`config.mk`:
```
export PLATFORM = sky130hd
export DESIGN_NAME = solomon_sound_cmd
export DESIGN_NICKNAME = d
export VERILOG_FILES = /design/src/rtl/solomon_snd_pkg.sv /design/src/rtl/solomon_sound_cmd_sndfifo.sv /design/src/rtl/solomon_sound_cmd.sv
export SDC_FILE = /design/constraint.sdc
export NUM_CORES = 1
export LEC_CHECK = 0
export BUFFER_PORTS_ARGS = -buffer_cell sky130_fd_sc_hd__buf_2
export CORE_MARGIN = 5
export CORE_UTILIZATION = 60
export CTS_BUF_LIST = sky130_fd_sc_hd__clkbuf_8
export DETAILED_ROUTE_END_ITERATION = 16
export GPL_ROUTABILITY_DRIVEN = 1
export GPL_TIMING_DRIVEN = 0
export PLACE_DENSITY = 0.84
export SLEW_MARGIN = 20
export SYNTH_ARGS = -nofsm -noshare
export SYNTH_HDL_FRONTEND = slang
export SYNTH_HIERARCHICAL = 1
export SYNTH_SLANG_ARGS = --single-unit
```
`constraint.sdc`:
```
create_clock -name CPUCL -period 4.1 [get_ports CPUCL]
set_input_delay 0.82 -clock CPUCL [delete_from_list [all_inputs] [get_ports CPUCL]]
set_output_delay 0.82 -clock CPUCL [all_outputs]
set_load 0.01 [all_outputs]
```
`src/rtl/solomon_snd_pkg.sv`:
```
// Shared definitions for the Solomon's Key main-to-sound command channel.
package solomon_snd_pkg;

    typedef enum logic [1:0] {
        IDLE  = 2'd0,
        PULSE = 2'd1,
        WAIT  = 2'd2,
        GAP   = 2'd3
    } nmi_state_t;

    localparam int NMI_LEN_DEF = 16;
    localparam int NMI_GAP_DEF = 32;
    localparam int IRQ_DIV_DEF = 25000;

endpackage

```
`src/rtl/solomon_sound_cmd_sndfifo.sv`:
```
// Command byte FIFO; a pop and a push in the same cycle keep the count, even when full.
module SNDFIFO #(
    parameter int DEPTH = 2
) (
    input  logic                     CPUCL,
    input  logic                     RESET_N,
    input  logic                     push,
    input  logic                     pop,
    input  logic [7:0]               din,
    output logic [7:0]               dout,
    output logic [$clog2(DEPTH):0]   count,
    output logic [$clog2(DEPTH):0]   count_nxt,
    output logic                     empty,
    output logic                     do_pop,
    output logic                     ovf_drop
);
    localparam int AW = $clog2(DEPTH);
    localparam int CW = AW + 1;

    logic [7:0]    mem [DEPTH];
    logic [AW-1:0] rd_ptr, wr_ptr;
    logic          full, do_push;

    assign empty    = (count == '0);
    assign full     = (count == CW'(DEPTH));
    assign do_pop   = pop & ~empty;
    // The pop frees a slot first, so a full FIFO still accepts a same-cycle push.
    assign do_push  = push & (~full | do_pop);
    assign ovf_drop = push & full & ~do_pop;
    assign dout     = mem[rd_ptr];

    always_comb begin
        count_nxt = count;
        if (do_push && !do_pop)
            count_nxt = count + 1'b1;
        else if (do_pop && !do_push)
            count_nxt = count - 1'b1;
    end

    always_ff @(posedge CPUCL) begin
        if (!RESET_N) begin
            rd_ptr <= '0;
            wr_ptr <= '0;
            count  <= '0;
        end else begin
            if (do_pop)
                rd_ptr <= rd_ptr + 1'b1;
            if (do_push)
                wr_ptr <= wr_ptr + 1'b1;
            count <= count_nxt;
        end
    end

    always_ff @(posedge CPUCL) begin
        if (do_push)
            mem[wr_ptr] <= din;
    end

endmodule

```
`src/rtl/solomon_sound_cmd.sv`:
```
// Main-to-sound command channel: strobe edge detect, command FIFO, NMI sequencer, IRQ divider.
module solomon_sound_cmd
    import solomon_snd_pkg::*;
#(
    parameter int DEPTH   = 2,
    parameter int NMI_LEN = NMI_LEN_DEF,
    parameter int NMI_GAP = NMI_GAP_DEF,
    parameter int IRQ_DIV = IRQ_DIV_DEF
) (
    input  logic       CPUCL,
    input  logic       RESET_N,
    input  logic       SNDWR,
    input  logic [7:0] CPUWD,
    input  logic       SNDRD,
    input  logic       SCEN,
    input  logic       SIRQACK,
    output logic [7:0] SNDDT,
    output logic       SNMI,
    output logic       SIRQ,
    output logic       EMPTY,
    output logic       OVF
);
    localparam int CW   = $clog2(DEPTH) + 1;
    localparam int TMAX = (NMI_LEN > NMI_GAP) ? NMI_LEN : NMI_GAP;
    localparam int TW   = (TMAX > 1) ? $clog2(TMAX) : 1;
    localparam int DW   = (IRQ_DIV > 1) ? $clog2(IRQ_DIV) : 1;

    logic          psndwr, psndrd, push, pop;
    logic [7:0]    head, last;
    logic [CW-1:0] count, count_nxt;
    logic          do_pop, ovf_drop;

    nmi_state_t    state, state_nxt;
    logic [TW-1:0] timer, timer_nxt;
    logic          pop_pend, pop_pend_nxt;
    logic [DW-1:0] div;
    logic          wrap;

    assign push = SNDWR & ~psndwr;
    assign pop  = ~SNDRD & psndrd;

    SNDFIFO #(.DEPTH(DEPTH)) u_fifo (
        .CPUCL     (CPUCL),
        .RESET_N   (RESET_N),
        .push      (push),
        .pop       (pop),
        .din       (CPUWD),
        .dout      (head),
        .count     (count),
        .count_nxt (count_nxt),
        .empty     (EMPTY),
        .do_pop    (do_pop),
        .ovf_drop  (ovf_drop)
    );

    // Strobe history clears in reset so a strobe held through release reads as a new edge.
    always_ff @(posedge CPUCL) begin
        if (!RESET_N) begin
            psndwr <= 1'b0;
            psndrd <= 1'b0;
            last   <= 8'h00;
            OVF    <= 1'b0;
        end else begin
            psndwr <= SNDWR;
            psndrd <= SNDRD;
            if (do_pop)
                last <= head;
            if (ovf_drop)
                OVF <= 1'b1;
        end
    end

    assign SNDDT = EMPTY ? last : head;

    always_ff @(posedge CPUCL) begin
        if (!RESET_N) begin
            state    <= IDLE;
            timer    <= '0;
            pop_pend <= 1'b0;
        end else begin
            state    <= state_nxt;
            timer    <= timer_nxt;
            pop_pend <= pop_pend_nxt;
        end
    end

    // A pop seen while pulsing is held so WAIT can leave on its first cycle.
    assign pop_pend_nxt = (state == PULSE) & (pop_pend | do_pop);

    always_comb begin
        state_nxt = state;
        timer_nxt = timer;
        case (state)
            IDLE: begin
                if (count != '0) begin
                    state_nxt = PULSE;
                    timer_nxt = TW'(NMI_LEN - 1);
                end
            end
            PULSE: begin
                if (timer == '0)
                    state_nxt = WAIT;
                else
                    timer_nxt = timer - 1'b1;
            end
            WAIT: begin
                if (do_pop || pop_pend) begin
                    if (count_nxt != '0) begin
                        state_nxt = GAP;
                        timer_nxt = TW'(NMI_GAP - 1);
                    end else begin
                        state_nxt = IDLE;
                    end
                end
            end
            GAP: begin
                if (timer == '0) begin
                    if (count != '0) begin
                        state_nxt = PULSE;
                        timer_nxt = TW'(NMI_LEN - 1);
                    end else begin
                        state_nxt = IDLE;
                    end
                end else begin
                    timer_nxt = timer - 1'b1;
                end
            end
            default: state_nxt = IDLE;
        endcase
    end

    assign SNMI = (state == PULSE);

    assign wrap = SCEN & (div == DW'(IRQ_DIV - 1));

    // A fresh request outranks an acknowledge landing in the same cycle.
    always_ff @(posedge CPUCL) begin
        if (!RESET_N) begin
            div  <= '0;
            SIRQ <= 1'b0;
        end else begin
            if (SCEN)
                div <= wrap ? '0 : div + 1'b1;
            if (wrap)
                SIRQ <= 1'b1;
            else if (SIRQACK)
                SIRQ <= 1'b0;
        end
    end

endmodule

```
==> impl_results.rst <==
.. list-table::
   :header-rows: 1

   * - Metric
     - Value
   * - Result of the run
     - finished, final reports clean
   * - Arrival time reported for the critical path endpoint
     - 1.98 ns
   * - Setup tns final
     - 0 ns
   * - Routability congestion estimate
     - ~0.84
   * - Setup repair after global routing missed its margin
     - false
   * - Worst-skew pair later-pin latency
     - approximately 0.32 ns
   * - Minimum setup slack in the final design
     - about 1.3 ns
   * - Count of pins on the block boundary
     - 26
   * - PnR Total Power
     - ~1.3 mW
   * - Average wire per standard cell
     - 14.38 µm
   * - Synth area leaders
     - dfxtp_1 30%, edfxtp_1 18%, mux2_2 6.8%
   * - Area share of the leading cell type in the synthesized netlist
     - 30.16%
   * - Layout Area Growth over Synthesis
     - 10.65%
   * - Final core occ
     - 67.94%
   * - Total nets after synthesis
     - 272
   * - Hold path startpoint
     - OVF
   * - Total length of routed wires
     - 4.875 mm
   * - Largest voltage drop on the vdd net
     - 241.1 µV
   * - Worst reg2reg startpoint
     - u_fifo/count[0]
   * - Critical path class
     - flop to primary output
   * - CTS Hold Bufs
     - 0
   * - Detailed placer's ending HPWL
     - 3.477 mm
   * - Hold Crit Class
     - flop to flop
   * - Maximum net fanout on the critical path
     - 8
   * - Average vias per placed instance
     - about 5.6
   * - Timing-limited maximum frequency
     - 356.7 MHz
   * - Initial antenna violation count
     - 0
   * - Die height
     - 76.52 µm
   * - Top FF cell, synth
     - dfxtp_1
   * - Number of fill cells
     - 358
   * - Number of register bits inferred by synthesis
     - 56
   * - Number of post-CTS setup repair buffers
     - 0
   * - Avg Synthesized Cell Area
     - ~10 µm²
   * - Total die area
     - 0.005855 mm²
   * - Global-route usage over all layers
     - 17.46%
   * - Antenna fix cells
     - 0
   * - Row count
     - 24
   * - Startpoint Class
     - flop
   * - Final number of hold-violating endpoints
     - 0
   * - Count of flip-flops with a built-in enable after synthesis
     - 16
   * - Setup-violating endpoint count in the final report
     - 0
   * - Post_cts resized
     - 0
   * - Via count
     - around 1900
   * - Cell accounting for the most synthesized area
     - dfxtp_1
   * - Largest stage delay on the critical path
     - 0.40 ns
   * - Worst R2R End
     - timer[4]
   * - Die width
     - 76.52 µm
   * - Setup slack at placement
     - approximately 1.2 ns
   * - Largest buffer count on any clock path
     - 2
   * - Start point of the critical path
     - u_fifo/count[0]
   * - Total of max-cap violations
     - 0
   * - Root Buffer
     - clkbuf_8
   * - Cell variety after synth
     - 49
   * - Most common cell after layout, fill and taps aside
     - dfxtp_1
   * - Final Instance Count excl. Fillers
     - between 300 and 400
   * - Layout Nets
     - 304
   * - Placeable core region
     - 0.004324 mm²
   * - Standard cell with the maximum stage delay on the critical path
     - clkbuf_1
   * - Storage element area
     - 0.001281 mm²
   * - Initial drt markers
     - 79
   * - Worst Hold Path EP
     - OVF
   * - Remaining antenna violation count after routing
     - 0
   * - Pin count of the biggest net entering global routing
     - 20
   * - Post-synthesis instance total
     - 254
   * - Remaining global-route overflow
     - 0
   * - WP data required
     - 3.28 ns
   * - DRC violations left
     - 0
   * - Worst hold path stage count
     - 1
   * - Flop2flop setup slack
     - 1.63 ns
   * - Min cycle time layout
     - 2.804 ns
   * - Sink Count
     - 56
   * - Tightest slew margin relative to the limit
     - about 47%
   * - Vias in the first global route
     - 1819
   * - Sequential area share after synthesis
     - ~48%
   * - Wire length of the first global-routing pass
     - slightly above 8 mm
   * - Buffers & Inverters on Critical Path
     - 3
   * - Transition at the pin with the smallest max-transition slack
     - roughly 0.8 ns
   * - Fraction of layout instances using a drive strength above 1
     - between 20% and 30%
   * - Series of cell instances along the critical path
     - inv_1, ha_1, clkbuf_1, mux2_2, buf_2
   * - Clock tree from TritonCTS
     - built
   * - I/O Buffers
     - 25
   * - Final Slew Violations
     - 0
   * - Total CTS buffers
     - 5
   * - Count of cell instances traversed by the critical path
     - 5
   * - Yosys warning total
     - 6
   * - First-pass detailed-route iteration total
     - 4
   * - Total leakage power
     - about 1.1 nW
   * - Final Skew
     - 0.008853 ns
   * - Number of placed cells counting well taps
     - 331
   * - Count of H-tree levels built during CTS
     - 2
   * - Period utilisation layout
     - about two thirds
   * - Cell area power density
     - 451.2 mW/mm²
   * - Synthesized area
     - 0.002655 mm²
   * - Asr flop ratio synth
     - 0%
   * - Starting density of the core
     - 61.40%
   * - Area of the multi-input gates
     - 0.001274 mm²
   * - FF-to-FF path depth
     - 10
   * - Most used cells in the layout excluding fill and tap cells
     - 40 x dfxtp_1, 27 x buf_2, 19 x nor2_1, 17 x nand2_1
   * - Cell type group with the largest total delay on the critical path
     - buffers and inverters
   * - Category of the worst setup path capture point
     - primary output
   * - Clock transition at the registers of the reported paths
     - 0.11 ns
## cell usage after synthesis, drive strengths merged, types with 3 or more instances
library cell and number:
nand2 17, o21ai 7, buf 6, nand2b 5
nor3 7, o31ai 3, nand3 6, xor2 6
nor4 6, xnor2 11, nand4 3, inv 9
a211oi 3, edfxtp 16, clkbuf 5, and2 8
mux2 16, mux2i 11, dfxtp 40, a21boi 5
nor2b 14, ha 4, a21oi 4, nor2 19
and3 3
## through the flow
| stage | hold WS [ns] | area [µm²] |
|---|---|---|
| after floorplan | 0.4514 | 2655 |
| after global placement | 0.4474 | 2845 |
| after detailed placement | 0.4544 | 2845 |
| after CTS | 0.4803 | 2938 |
| after global routing | 0.5129 | 2938 |
| final | 0.4802 | 2938 |
## state kept, by name (all words and copies together) (netlist names), 2 cells and up, named ones only
register      flops
state             2
u_fifo/count      2
div              15
timer             5
last              8
u_fifo/mem       16
## area by class of cell
type                       instances  area share, %
tap                               52          2.215
clock buffer                       5          2.342
clock inverter                     3         0.8092
timing repair buffer              25          4.259
buffer                            11          2.257
inverter                           9          1.150
sequential                        56          43.61
multi-input combinational        178          43.36
## logic make-up after synthesis
logic type	count (synthesis)	share of synthesized area [%]
simple gates	98	20.69
flops	56	48.26
compound gates	32	8.718
fa+ha+maj	4	1.885
xor+xnor	17	5.608
buf+inv	20	3.770
mux	27	11.07
## worst max path at each step
stage                to  slack [ns]
2_1_floorplan  timer[4]        1.71
3_3_place_gp   timer[4]        1.31
3_5_place_dp   timer[4]        1.25
4_1_cts        SNDDT[6]        1.28
5_1_grt        SNDDT[6]        1.18
6_report       SNDDT[6]        1.30
## layer usage
layer	global-route usage, %	wire, µm	vias to the layer above
met5	0	0	-
met4	6.119	89	0
met3	4.492	172	8
met2	28.68	2406	34
met1	22.15	2206	900
li1	-	-	955
## where the power goes
part           switching, mW  internal [mW]
combinational          0.196          0.163
sequential            0.0366          0.617
clock                  0.187          0.125
No activity file was read; power rests on OpenSTA's default activity.
